==> config.mk <==
export PLATFORM = sky130hd
export DESIGN_NAME = hs32_wbarb
export DESIGN_NICKNAME = d
export VERILOG_FILES = /design/src/rtl/hs32_wbarb_pkg.sv /design/src/rtl/hs32_wbfifo.sv /design/src/rtl/hs32_wbarb.sv
export SDC_FILE = /design/constraint.sdc
export NUM_CORES = 1
export LEC_CHECK = 0
export CORE_MARGIN = 2
export CORE_UTILIZATION = 50
export CTS_CLUSTER_SIZE = 30
export DETAILED_ROUTE_END_ITERATION = 16
export PLACE_DENSITY = 0.79
export SLEW_MARGIN = 5
export SYNTH_ARGS = -nofsm -noshare
export SYNTH_HDL_FRONTEND = slang
export SYNTH_SLANG_ARGS = --single-unit
==> constraint.sdc <==
create_clock -name clk -period 7.35 [get_ports clk]
set_clock_uncertainty 0.15 [all_clocks]
set_input_delay 1.1025 -clock clk [delete_from_list [all_inputs] [get_ports clk]]
set_output_delay 1.1025 -clock clk [all_outputs]
set_load 0.05 [all_outputs]
==> src/rtl/hs32_wbarb_pkg.sv <==
// hs32_wbarb_pkg: shared types for the HS32 write-back arbiter
package hs32_wbarb_pkg;
    localparam int HS32_NREGS = 16;

    typedef struct packed {
        logic [3:0]  rd;
        logic [31:0] data;
    } hs32_wbpkt;

    typedef enum logic {NORM, DRAIN} hs32_wbarb_st;
endpackage

==> src/rtl/hs32_wbfifo.sv <==
// hs32_wbfifo: pending ALU write buffer with per-entry valid, kill-by-address and newest-first lookup
module hs32_wbfifo
    import hs32_wbarb_pkg::*;
#(
    parameter int DEPTH = 2
) (
    input  logic                  clk,
    input  logic                  rstn,
    input  logic                  push,
    input  hs32_wbpkt             push_pkt,
    input  logic                  pop,
    input  logic                  drain,
    input  logic                  kill,
    input  logic [3:0]            kill_rd,
    input  logic [3:0]            byp_addr,
    output logic                  full,
    output logic                  empty,
    output logic                  any_vld,
    output logic                  wr_vld,
    output hs32_wbpkt             wr_pkt,
    output logic [HS32_NREGS-1:0] pend_mask,
    output logic                  hit,
    output logic [31:0]           hit_data
);
    localparam int AW = $clog2(DEPTH);
    localparam int CW = AW + 1;

    hs32_wbpkt        mem [DEPTH];
    logic [DEPTH-1:0] vld;
    logic [AW-1:0]    rptr, wptr;
    logic [CW-1:0]    count, npop;
    logic             found;

    assign full    = count == CW'(DEPTH);
    assign empty   = count == '0;
    assign any_vld = |vld;

    always_comb begin
        pend_mask = '0;
        hit       = 1'b0;
        hit_data  = '0;
        npop      = '0;
        wr_vld    = 1'b0;
        wr_pkt    = mem[rptr];
        found     = 1'b0;
        for (int k = 0; k < DEPTH; k++)
            if (vld[k]) pend_mask[mem[k].rd] = 1'b1;
        // oldest to newest, so the newest match is the one left standing
        for (int k = 0; k < DEPTH; k++)
            if (vld[rptr + AW'(k)] && mem[rptr + AW'(k)].rd == byp_addr) begin
                hit      = 1'b1;
                hit_data = mem[rptr + AW'(k)].data;
            end
        if (pop) begin
            npop   = CW'(1);
            wr_vld = vld[rptr];
        end
        // a drain pops every killed entry ahead of the first live one in a single cycle
        if (drain) begin
            npop = count;
            for (int k = 0; k < DEPTH; k++)
                if (!found && vld[rptr + AW'(k)]) begin
                    found  = 1'b1;
                    npop   = CW'(k + 1);
                    wr_pkt = mem[rptr + AW'(k)];
                end
            wr_vld = found;
        end
    end

    always_ff @(posedge clk or negedge rstn) begin
        if (!rstn) begin
            vld   <= '0;
            rptr  <= '0;
            wptr  <= '0;
            count <= '0;
        end else begin
            for (int k = 0; k < DEPTH; k++) begin
                if (kill && vld[k] && mem[k].rd == kill_rd) vld[k] <= 1'b0;
                if (CW'(k) < npop) vld[rptr + AW'(k)] <= 1'b0;
            end
            if (push) vld[wptr] <= 1'b1;
            rptr  <= rptr + npop[AW-1:0];
            wptr  <= wptr + AW'(push);
            count <= count + CW'(push) - npop;
        end
    end

    always_ff @(posedge clk)
        if (push) mem[wptr] <= push_pkt;
endmodule

==> src/rtl/hs32_wbarb.sv <==
// hs32_wbarb: arbitrates the single regfile write port between l2 loads and s3 ALU results
module hs32_wbarb
    import hs32_wbarb_pkg::*;
#(
    parameter int DEPTH   = 2,
    parameter int MAXWAIT = 4
) (
    input  logic                  clk,
    input  logic                  rstn,
    input  logic                  alu_vld_i,
    input  logic [3:0]            alu_rd_i,
    input  logic [31:0]           alu_data_i,
    output logic                  alu_rdy_o,
    input  logic                  ld_vld_i,
    input  logic [3:0]            ld_rd_i,
    input  logic [31:0]           ld_data_i,
    output logic                  ld_rdy_o,
    output logic                  we_o,
    output logic [3:0]            wa_o,
    output logic [31:0]           wd_o,
    input  logic [3:0]            byp_addr_i,
    output logic                  byp_hit_o,
    output logic [31:0]           byp_data_o,
    output logic [HS32_NREGS-1:0] pend_mask_o
);
    localparam int WW = $clog2(MAXWAIT + 1);

    hs32_wbarb_st  state, nxt_state;
    logic [WW-1:0] wait_cnt, nxt_cnt;
    logic          full, empty, any_vld, wr_vld, f_hit, wb_hit;
    logic          drain, ld_go, pop, direct, push, nxt_we;
    logic [31:0]   f_data;
    hs32_wbpkt     wr_pkt, nxt_pkt;

    assign drain     = state == DRAIN;
    assign ld_rdy_o  = !drain;
    assign ld_go     = ld_vld_i && !drain;
    assign pop       = !drain && !ld_vld_i && !empty;
    assign direct    = !drain && !ld_vld_i && empty && alu_vld_i;
    assign alu_rdy_o = !full || pop || drain;
    assign push      = alu_vld_i && alu_rdy_o && !direct;
    assign nxt_we    = ld_go || direct || ((pop || drain) && wr_vld);
    assign nxt_pkt   = ld_go  ? hs32_wbpkt'{rd: ld_rd_i, data: ld_data_i} :
                       direct ? hs32_wbpkt'{rd: alu_rd_i, data: alu_data_i} : wr_pkt;

    hs32_wbfifo #(.DEPTH(DEPTH)) u_fifo (
        .clk      (clk),
        .rstn     (rstn),
        .push     (push),
        .push_pkt (hs32_wbpkt'{rd: alu_rd_i, data: alu_data_i}),
        .pop      (pop),
        .drain    (drain),
        .kill     (ld_go),
        .kill_rd  (ld_rd_i),
        .byp_addr (byp_addr_i),
        .full     (full),
        .empty    (empty),
        .any_vld  (any_vld),
        .wr_vld   (wr_vld),
        .wr_pkt   (wr_pkt),
        .pend_mask(pend_mask_o),
        .hit      (f_hit),
        .hit_data (f_data)
    );

    assign wb_hit     = we_o && wa_o == byp_addr_i;
    assign byp_hit_o  = f_hit || wb_hit;
    assign byp_data_o = f_hit ? f_data : wb_hit ? wd_o : '0;

    // loads beating a live buffered entry MAXWAIT times in a row force one drain cycle
    always_comb begin
        nxt_state = state;
        nxt_cnt   = wait_cnt;
        if (drain) begin
            nxt_state = NORM;
            nxt_cnt   = '0;
        end else if (ld_go && any_vld) begin
            nxt_state = wait_cnt == WW'(MAXWAIT - 1) ? DRAIN : NORM;
            nxt_cnt   = wait_cnt == WW'(MAXWAIT - 1) ? '0 : wait_cnt + WW'(1);
        end else if (pop) begin
            nxt_cnt = '0;
        end
    end

    always_ff @(posedge clk or negedge rstn) begin
        if (!rstn) begin
            state    <= NORM;
            wait_cnt <= '0;
            we_o     <= 1'b0;
            wa_o     <= '0;
            wd_o     <= '0;
        end else begin
            state    <= nxt_state;
            wait_cnt <= nxt_cnt;
            we_o     <= nxt_we;
            if (nxt_we) begin
                wa_o <= nxt_pkt.rd;
                wd_o <= nxt_pkt.data;
            end
        end
    end
endmodule

Word level (Yosys, flattened, before mapping)
Memories as Yosys holds them, arrays and structs flattened.
Index checks and enable logic that the tools add are counted.

cells by class
  add/sub/neg operators = 6
  $lt $le $gt $ge = 12
  equal/unequal tests = 7
  muxes and demuxes = 49
  bitwise gates (word level) = 6
  reduce and logical (&&, ||, !) cells = 37

operators by type and width
  kind                                                                count
  2-to-1 mux 36 bit                                                   4
  2-to-1 mux 32 bit                                                   4
  2-to-1 mux 16 bit                                                   2
  2-to-1 mux 1 bit                                                    24
  logical AND 1 bit                                                   22
  equality test 4 bit                                                 5
  OR 16 bit                                                           1
  2-to-1 mux 2 bit                                                    6
  2-to-1 mux 3 bit                                                    4
  < comparator 4 x 5 -> 1 bit (second input constant)                 2
  demux 1 bit (select 4 bit)                                          2
  greater-or-equal comparator 4 x 1 -> 1 bit (second input constant)  2
  zero test 1 bit                                                     6
  logical OR 1 bit                                                    6
  < comparator 1 x 2 -> 1 bit (second input constant)                 3
  bitwise AND 2 bit                                                   2
  < comparator 1 x 2 -> 1 bit (first input constant)                  2
  NOT 2 bit                                                           2
  adder 3 x 1 -> 3 bit (second input constant)                        1
  demux 1 bit (select 1 bit)                                          3
  equality test 3 x 2 -> 1 bit (second input constant)                1
  greater-or-equal comparator 1 bit (second input constant)           3
  nonzero test 3 bit                                                  1
  adder 1 bit                                                         2
  other kinds (7)                                                     7

storage, ports and cells
  register bits after elaboration = 47
  RAM bits = 72
  bits of input ports = 80
  memories = 1

memories
  memory      words  width  rd ports  clocked after Yosys merged registers in  write ports  RTL line           source
  u_fifo.mem  2      36     4         0                                        1            hs32_wbfifo.sv:28  hs32_wbpkt mem [DEPTH];

Depth between registers and ports, before layout
Gate-level depths: netlist of the first run.

  depth after elaboration = 15
  depth in mapped cells = 10
  depth with buffers taken out = 8

Modules after synthesis
Synthesis of the first run repeated with hierarchy kept, for this count alone.

second synthesis, totals
  cells, all modules = 882
  area total of the unflattened synthesis = 8147.8 um2

by module, submodules not included
  module       instances  cells an instance  area an instance (um2)
  hs32_wbfifo  1          451                5026.1
  hs32_wbarb   1          431                3121.7

Least setup slack after synthesis of the first run
No wires, ideal clock.

  path type = input to output
  from = input byp_addr_i[2]
  to = output byp_data_o[10]
  arrival = 2.999 ns
  data required time = 6.097 ns
  slack = 3.098 ns
  stages on the path = 6
  path through = xor2_1 > a2111o_1 > nor2_1 > buf_2 > nand3_1 > a31oi_1

between the ends
  longest elaborated chain between the ends = 5

ends and longest elaborated chain
  what                                                                        RTL line           source
  start: declaration                                                          hs32_wbarb.sv:21   input logic [3:0] byp_addr_i,
  equality test 4 bit                                                         hs32_wbfifo.sv:50  if (vld[rptr + AW'(k)] && mem[rptr + AW'(k)].rd == byp_addr) begin
  logical AND 1 bit                                                           hs32_wbfifo.sv:50
  2-to-1 mux 32 bit / 2-to-1 mux 1 bit (equally long branches) (2 in series)  hs32_wbfifo.sv:50
  2-to-1 mux 32 bit (*)                                                       hs32_wbarb.sv:68   assign byp_data_o = f_hit ? f_data : wb_hit ? wd_o : '0;
  end: declaration                                                            hs32_wbarb.sv:23   output logic [31:0] byp_data_o,

Mark *: on every way between the ends. The rest lies on a longest branch, timed or not.

Final worst setup path of the first run
  from = input byp_addr_i[0]
  to = output byp_data_o[20]

The elaborated chain is that of the path after synthesis.

==> metrics.md, run 1 <==
| Metric | Value |
|---|---|
| Outcome | `finished clean` |
| Multi-input logic area | `3840 um^2` |
| Synthesized Nets | `around 870` |
| 1st-pass router iterations | `6` |
| Via count | `around 7400` |
| Number of ports placed on the die boundary | `about 170` |
| Wire length of the first global-routing pass | `roughly 38 mm` |
| Number of max-cap violations | `0` |
| Post-synth design cell area | `roughly 7600 um^2` |
| CTS tree | `done` |
| Top cells by area in the synthesized netlist | `edfxtp_1 (29%), dfrtp_1 (16%), o22ai_1 (9.0%)` |
| Final Hold Viols | `0` |
| DP HPWL | `around 14 mm` |
| Chain of cells forming the critical path | `clkdlybuf4s50_1 -> nor2b_1 -> a2111o_1 -> nor2_4 -> nand3_1 -> a31oi_1 -> clkdlybuf4s50_1` |
| Post-synth EDFFs | `between 70 and 80` |
| Initial standard-cell utilization of the core | `0.504` |
| Layout overhead on the synthesized area | `29.3%` |
| Critical Path RT | `approximately 6100 ps` |
| Critical Path Fanout Max | `32` |
| Clock latency at the later pin of the worst-skew pair | `420 ps` |
| Max-Slew Margin vs Limit | `0.221` |
| Top cell family by delay on the critical path | `buffers and inverters` |
| Die H | `about 130 um` |
| Number of buffers added by the clock tree synthesis step | `17` |
| Setup repair after global routing missed its margin | `false` |
| Maximum number of pins on one net before global-route repair | `about 110` |
| Final design area excluding fillers | `9800 um^2` |
| Initial DRC count | `829` |
| Relative contribution of combinational cells to total power | `0.551` |
| Max stage delay on crit path | `~840 ps` |
| Commonest non-fill, non-tap cells in the layout | `clkdlybuf4s50_1 (165), o22ai_1 (109), edfxtp_1 (72)` |
| Std-Cell Rows | `45` |
| Number of cells on the worst hold path | `1` |
| Layout filler cell count | `roughly 1200` |
| H-tree depth reported by CTS | `4` |
| Critical Path Sink Type | `output pin` |
| Clock root buffer | `clkbuf_16` |
| Sequential element share of the synthesized area | `0.440` |
| Data arrival at the endpoint of the critical path | `between 4000 and 5000 ps` |
| Buffers inserted during post-CTS setup optimization | `0` |
| Yosys Warn Count | `0` |
| Stages on the worst setup path | `7` |
| Final setup violation count | `0` |
| Worst setup SP type | `input pin` |
| Crit path kind | `input pin to output pin` |
| Critical path buffers and inverters | `2` |
| Overall die area | `about 16000 um^2` |
| GRT Overall Usage | `0.297` |
| Cell-internal power | `around 2400 uW` |
| Gp weighted congestion | `0.880` |
| Count of buffers from port buffering | `167` |
| Switching power summed over all nets | `between 2000 and 2500 uW` |
| Reg2reg path depth | `9` |
| Portion of synthesized cell area occupied by the leading cell type | `0.285` |
| TritonCTS sink count | `about 120` |
| Initial antenna violation count | `0` |
| Hold Crit Class | `flop to flop` |
| Worst IR Drop VDD | `0.274 mV` |
| Maximum number of buffers from clock root to sink | `2` |
| Post-route clock period utilization | `0.737` |
| Number of max-slew violations in the final report | `0` |
| Sequential fraction of design power | `0.266` |
| Floorplan die width | `around 130 um` |
| Sum of overflow across all layers after global routing | `0` |
| Netlist cell types | `55` |
| Power density over the cells | `about 470 nW/um^2` |
| Drt drc | `0` |
| Number of nets with antenna violations after routing | `0` |
| Clock Power Share | `0.183` |
| Leading cell type in the layout, fill and taps excluded | `clkdlybuf4s50_1` |
| Yosys top cell by area | `edfxtp_1` |
| Vias per Instance | `~6.7` |
| Post-Route Setup TNS | `0 ps` |
| Transition at the pin with the smallest max-transition slack | `1170 ps` |
| Async SR Flop Fraction | `0.395` |
| Most frequent CP cell | `clkdlybuf4s50_1` |
| Via count of the first global-routing pass | `~7100` |
| # nets final | `about 1000` |
| Slowest library cell on the worst path | `clkdlybuf4s50_1` |
| Synthesized instance count | `slightly below 800` |
| CTS Hold Buffers Added | `0` |
| Flip-flop and latch area | `3340 um^2` |
| Leakage | `between 0.003 and 0.004 uW` |
| CTS clk-pin slew, worst paths | `60 ps` |
| Final min period | `around 5400 ps` |
| Fraction of power spent switching nets | `0.472` |
| Primary FF master, synth | `edfxtp_1` |
| Number of inserted diodes | `0` |
| Core region area | `approximately 15000 um^2` |
| FF+latch count, synth | `119` |
| Avg Synthesized Cell Area | `9.63 um^2` |
| Placed standard-cell area | `approximately 9200 um^2` |
| Ratio of cells with drive above 1 in the final layout | `0.104` |
| Wirelength, routed | `24.1 mm` |
| Routed wire length per instance | `roughly 22 um` |
| Post-cts sizing count | `0` |
| Highest Clock Rate | `0.185 GHz` |
==> power by group through the flow <==
stage	clock network, uW	logic, uW	registers [uW]
after floorplan	0	1480	1470
final	835	2520	1210
after global routing	868	2660	1240
after CTS	837	2510	1200
after global placement	0	2450	1200
after detailed placement	0	2490	1210
==> worst reg2reg max path, stage by stage (launching register included) <==
cell and delay, ps:
dfrtp_4 520, buf_4 930, mux2i_1 340, nand2_1 130, o22a_1 310, ha_1 300
inv_1 40, ha_1 190, xor2_1 150, xnor2_1 190
==> cell usage after synthesis (26+ instances only) <==
| master | n |
|---|---|
| dfrtp_1 | 47 |
| clkbuf_1 | 47 |
| buf_2 | 26 |
| nor2_1 | 43 |
| nand3_1 | 41 |
| a211oi_1 | 64 |
| edfxtp_1 | 72 |
| nor2b_1 | 34 |
| a21oi_1 | 39 |
| a22o_1 | 33 |
| a31oi_1 | 32 |
| nand2_1 | 42 |
| mux2_2 | 33 |
| o22ai_1 | 109 |
==> final timing paths <==
path	from	endpoint	slack [ps]
setup / recovery	byp_addr_i[0]	byp_data_o[20]	1930
hold / removal	wait_cnt[2]	wait_cnt[2]	340
setup reg to reg	u_fifo.rptr	u_fifo.count[1]	4020
hold reg to reg	wait_cnt[2]	wait_cnt[2]	340
max in group asynchronous	rstn	u_fifo.rptr	5810
min in group asynchronous	rstn	wd_o[25]	650
==> area by class of cell <==
type / count / area share
inverter: 13 / 0.00498
clock buffer: 21 / 0.0460
clock inverter: 11 / 0.0135
sequential: 119 / 0.341
tap: 188 / 0.0240
multi-input combinational: 569 / 0.392
timing repair buffer: 179 / 0.179
==> cell families (layout without fill, tap and decap cells) <==
kind of cell,after synthesis,after routing,synth area share
AOI/OAI and AO/OA,310,310,0.280
and+or+nand+nor,191,191,0.126
DFF,119,119,0.440
buffers and inverters,99,224,0.0604
muxes,42,42,0.0609
xor gates and xnor gates,21,21,0.0243
adders and majority gates,5,5,0.00825
==> stage by stage <==
stage                     hold WS [ps]  utilization  setup WS, ps  total power, uW  std cells
after global placement             311        0.613          1960             3650       1068
final                              339        0.652          1930             4570       1100
after global routing               349        0.652          1770             4770       1100
after detailed placement           320        0.613          1920             3700       1068
after CTS                          333        0.652          1910             4550       1100
after floorplan                    299            -          3100             2950        787
==> sequential cells by signal, indices dropped and copies added, names as in the netlist, 2 cells and up <==
signal,cells
u_fifo.vld,2
wd_o,32
u_fifo.mem,72
u_fifo.count,2
wa_o,4
wait_cnt,3
==> per-layer routing <==
layer	global-route usage	vias up	routed length [um]
met1	0.393	3578	9740
met3	0.0624	48	2380
met5	0	-	0
met4	0.109	0	487
met2	0.486	474	11500
li1	-	3296	-
Note: power is estimated with default switching activity, not from simulation.
==> run 2: changes to the inputs <==
==> constraint.sdc (replaced) <==
create_clock -name clk -period 5.7 [get_ports clk]
set_clock_uncertainty 0.15 [all_clocks]
set_input_delay 0.855 -clock clk [delete_from_list [all_inputs] [get_ports clk]]
set_output_delay 0.855 -clock clk [all_outputs]
set_load 0.05 [all_outputs]
==> metrics.md, run 2 (synthesized netlist as in run 1, its figures left out) <==
| Metric | Value |
|---|---|
| Outcome | `finished clean` |
| Clock Power Share | `0.193 (+0.010)` |
| # nets final | `988 (+0.41%)` |
| Die H | `127 um (unchanged)` |
| Critical Path Fanout Max | `71 (+120%)` |
| 1st-pass router iterations | `5 (-1)` |
| Transition at the pin with the smallest max-transition slack | `1120 ps (-44.7 ps)` |
| Endpoint of the worst register-to-register path | `wd_o[11]` |
| Max-Slew Margin vs Limit | `0.248 (+0.0269)` |
| Initial standard-cell utilization of the core | `0.504 (unchanged)` |
| Leading registers by flop count | `u_fifo.mem (72), wd_o (32), wa_o (4)` |
| Clock root buffer | `clkbuf_16` |
| Wire length of the first global-routing pass | `36.5 mm (-3.2%)` |
| Sequential fraction of design power | `0.275 (+0.009)` |
| Sum of overflow across all layers after global routing | `0 (unchanged)` |
| CTS tree | `done` |
| Maximum number of buffers from clock root to sink | `2 (unchanged)` |
| Via count | `7319 (-1.0%)` |
| Commonest non-fill, non-tap cells in the layout | `clkdlybuf4s50_1 (165), o22ai_1 (109), edfxtp_1 (72)` |
| Number of inserted diodes | `0 (unchanged)` |
| TritonCTS sink count | `119 (unchanged)` |
| Critical Path Sink Type | `output pin` |
| Maximum number of pins on one net before global-route repair | `72 (-34%)` |
| Final setup violation count | `0 (unchanged)` |
| Critical Path RT | `4700 ps (-1400 ps)` |
| Number of nets with antenna violations after routing | `0 (unchanged)` |
| Std-Cell Rows | `45 (unchanged)` |
| Setup slack of the worst register-to-register path | `2320 ps (-1700 ps)` |
| Relative contribution of combinational cells to total power | `0.533 (-0.018)` |
| Wirelength, routed | `23.2 mm (-3.7%)` |
| Setup repair after global routing missed its margin | `false` |
| Cell-internal power | `3180 uW (+32%)` |
| Leading cell type in the layout, fill and taps excluded | `clkdlybuf4s50_1` |
| Floorplan die width | `127 um (unchanged)` |
| Gp weighted congestion | `0.861 (-2.1%)` |
| Worst setup slack after layout | `632 ps (-1300 ps)` |
| Start point of the critical path | `u_fifo.rptr` |
| CTS clk-pin slew, worst paths | `60 ps (about the same)` |
| Highest Clock Rate | `slightly below 0.2 GHz` |
| Worst setup SP type | `flop` |
| Worst IR Drop VDD | `0.350 mV (+28%)` |
| Initial antenna violation count | `0 (unchanged)` |
| Initial DRC count | `659 (-21%)` |
| CTS Hold Buffers Added | `0 (unchanged)` |
| Switching power summed over all nets | `2750 uW (+28%)` |
| Leakage | `0.00346 uW (+1.1%)` |
| Via count of the first global-routing pass | `6997 (-1.9%)` |
| Startpoint of the worst-slack reg-to-reg timing path | `drain` |
| DP HPWL | `14.1 mm (-0.49%)` |
| Count of buffers from port buffering | `167 (unchanged)` |
| H-tree depth reported by CTS | `4 (unchanged)` |
| Reg2reg path depth | `6 (-3)` |
| Drt drc | `0 (unchanged)` |
| Final Hold Viols | `0 (unchanged)` |
| Power density over the cells | `601 nW/um^2 (+29%)` |
| Number of buffers added by the clock tree synthesis step | `17 (unchanged)` |
| Top register by number of flip-flops | `u_fifo.mem` |
| Final min period | `5070 ps` |
| Number of ports placed on the die boundary | `168 (unchanged)` |
| Clock latency at the later pin of the worst-skew pair | `420 ps (about the same)` |
| Hold Crit Class | `flop to flop` |
| Post-route clock period utilization | `0.889` |
| Largest register FFs | `72 (unchanged)` |
| Routed wire length per instance | `21.1 um (-4.0%)` |
| Post-Route Setup TNS | `0 ps (unchanged)` |
| Crit path kind | `flop to output pin` |
| Buffers inserted during post-CTS setup optimization | `0 (unchanged)` |
| Core region area | `15000 um^2 (unchanged)` |
| Startpoint of the tightest hold check path | `u_fifo.wptr` |
| Post-cts sizing count | `0 (unchanged)` |
| Worst setup path endpoint | `byp_data_o[20]` |
| Number of max-slew violations in the final report | `0 (unchanged)` |
| Worst setup timing slack at the placement stage | `870 ps (-1050 ps)` |
| Data arrival at the endpoint of the critical path | `4060 ps (-100 ps)` |
| Vias per Instance | `6.63 (-1.4%)` |
| Layout overhead on the synthesized area | `30.2%` |
| Fraction of power spent switching nets | `0.464 (-0.00814)` |
| Overall die area | `16200 um^2 (unchanged)` |
| Ratio of cells with drive above 1 in the final layout | `0.107 (+0.00282)` |
| Number of max-cap violations | `0 (unchanged)` |
| GRT Overall Usage | `0.290 (-0.00754)` |
==> run 2: changes by cell type in the layout (fill, tap and decap cells not counted) <==
cell | previous run | this run
buf_4 | 12 | 16
bufinv_16 | 3 | 4
clkbuf_1 | 3 | 4
clkbuf_8 | 1 | 3
clkinv_2 | 7 | 3
clkinv_4 | 0 | 1
clkinvlp_4 | 1 | 0
==> run 2: worst min-delay path by stage <==
stage	slack, ps	cells past startpoint	to
floorplan	300	1	wait_cnt[2]
global placement	320	1	wait_cnt[2]
detailed placement	340	1	wait_cnt[2]
CTS	350	1	wait_cnt[2]
global route	370	1	wait_cnt[1]
finish	350	1	u_fifo.vld[0]
==> run 2: routing by layer <==
layer / up-vias / part of all wire / global-route usage
li1: 3309 / - / -
met2: 455 / 0.47 / 0.454
met4: 0 / 0.026 / 0.127
met5: - / 0 / 0
met1: 3495 / 0.41 / 0.390
met3: 60 / 0.091 / 0.0624
==> run 2: final cells by class <==
cell class,instances,area (um^2)
Fill cell,1184,5160
Multi-Input combinational cell,569,3840
Sequential cell,119,3340
Timing Repair Buffer,183,1780
Clock buffer,24,482
Tap cell,188,235
Clock inverter,8,144
Inverter,13,48.8
==> run 2: through the flow <==
step,utilization,total power [uW],hold WS [ps],cell area [um^2],std cells
2_1_floorplan,-,3800,299,7580,787
3_3_place_gp,0.615,4710,316,9250,1072
3_5_place_dp,0.615,4760,338,9250,1072
4_1_cts,0.657,5910,350,9870,1104
5_1_grt,0.657,6210,369,9870,1104
6_report,0.657,5930,347,9870,1104
==> run 2: critical path: stages, from the launching register on <==
cell and delay [ps]:
dfrtp_4 970, mux2i_1 210, xnor2_1 330, nand4bb_2 540
buf_4 350, nand3_1 100, a31oi_1 270, clkdlybuf4s50_1 870
==> run 2: power groups by stage <==
stage / clock, uW / sequential [uW] / combinational [uW]
finish: 1140 / 1630 / 3160
global route: 1200 / 1680 / 3340
detailed placement: 0 / 1630 / 3130
CTS: 1150 / 1620 / 3140
global placement: 0 / 1620 / 3090
floorplan: 0 / 1900 / 1900
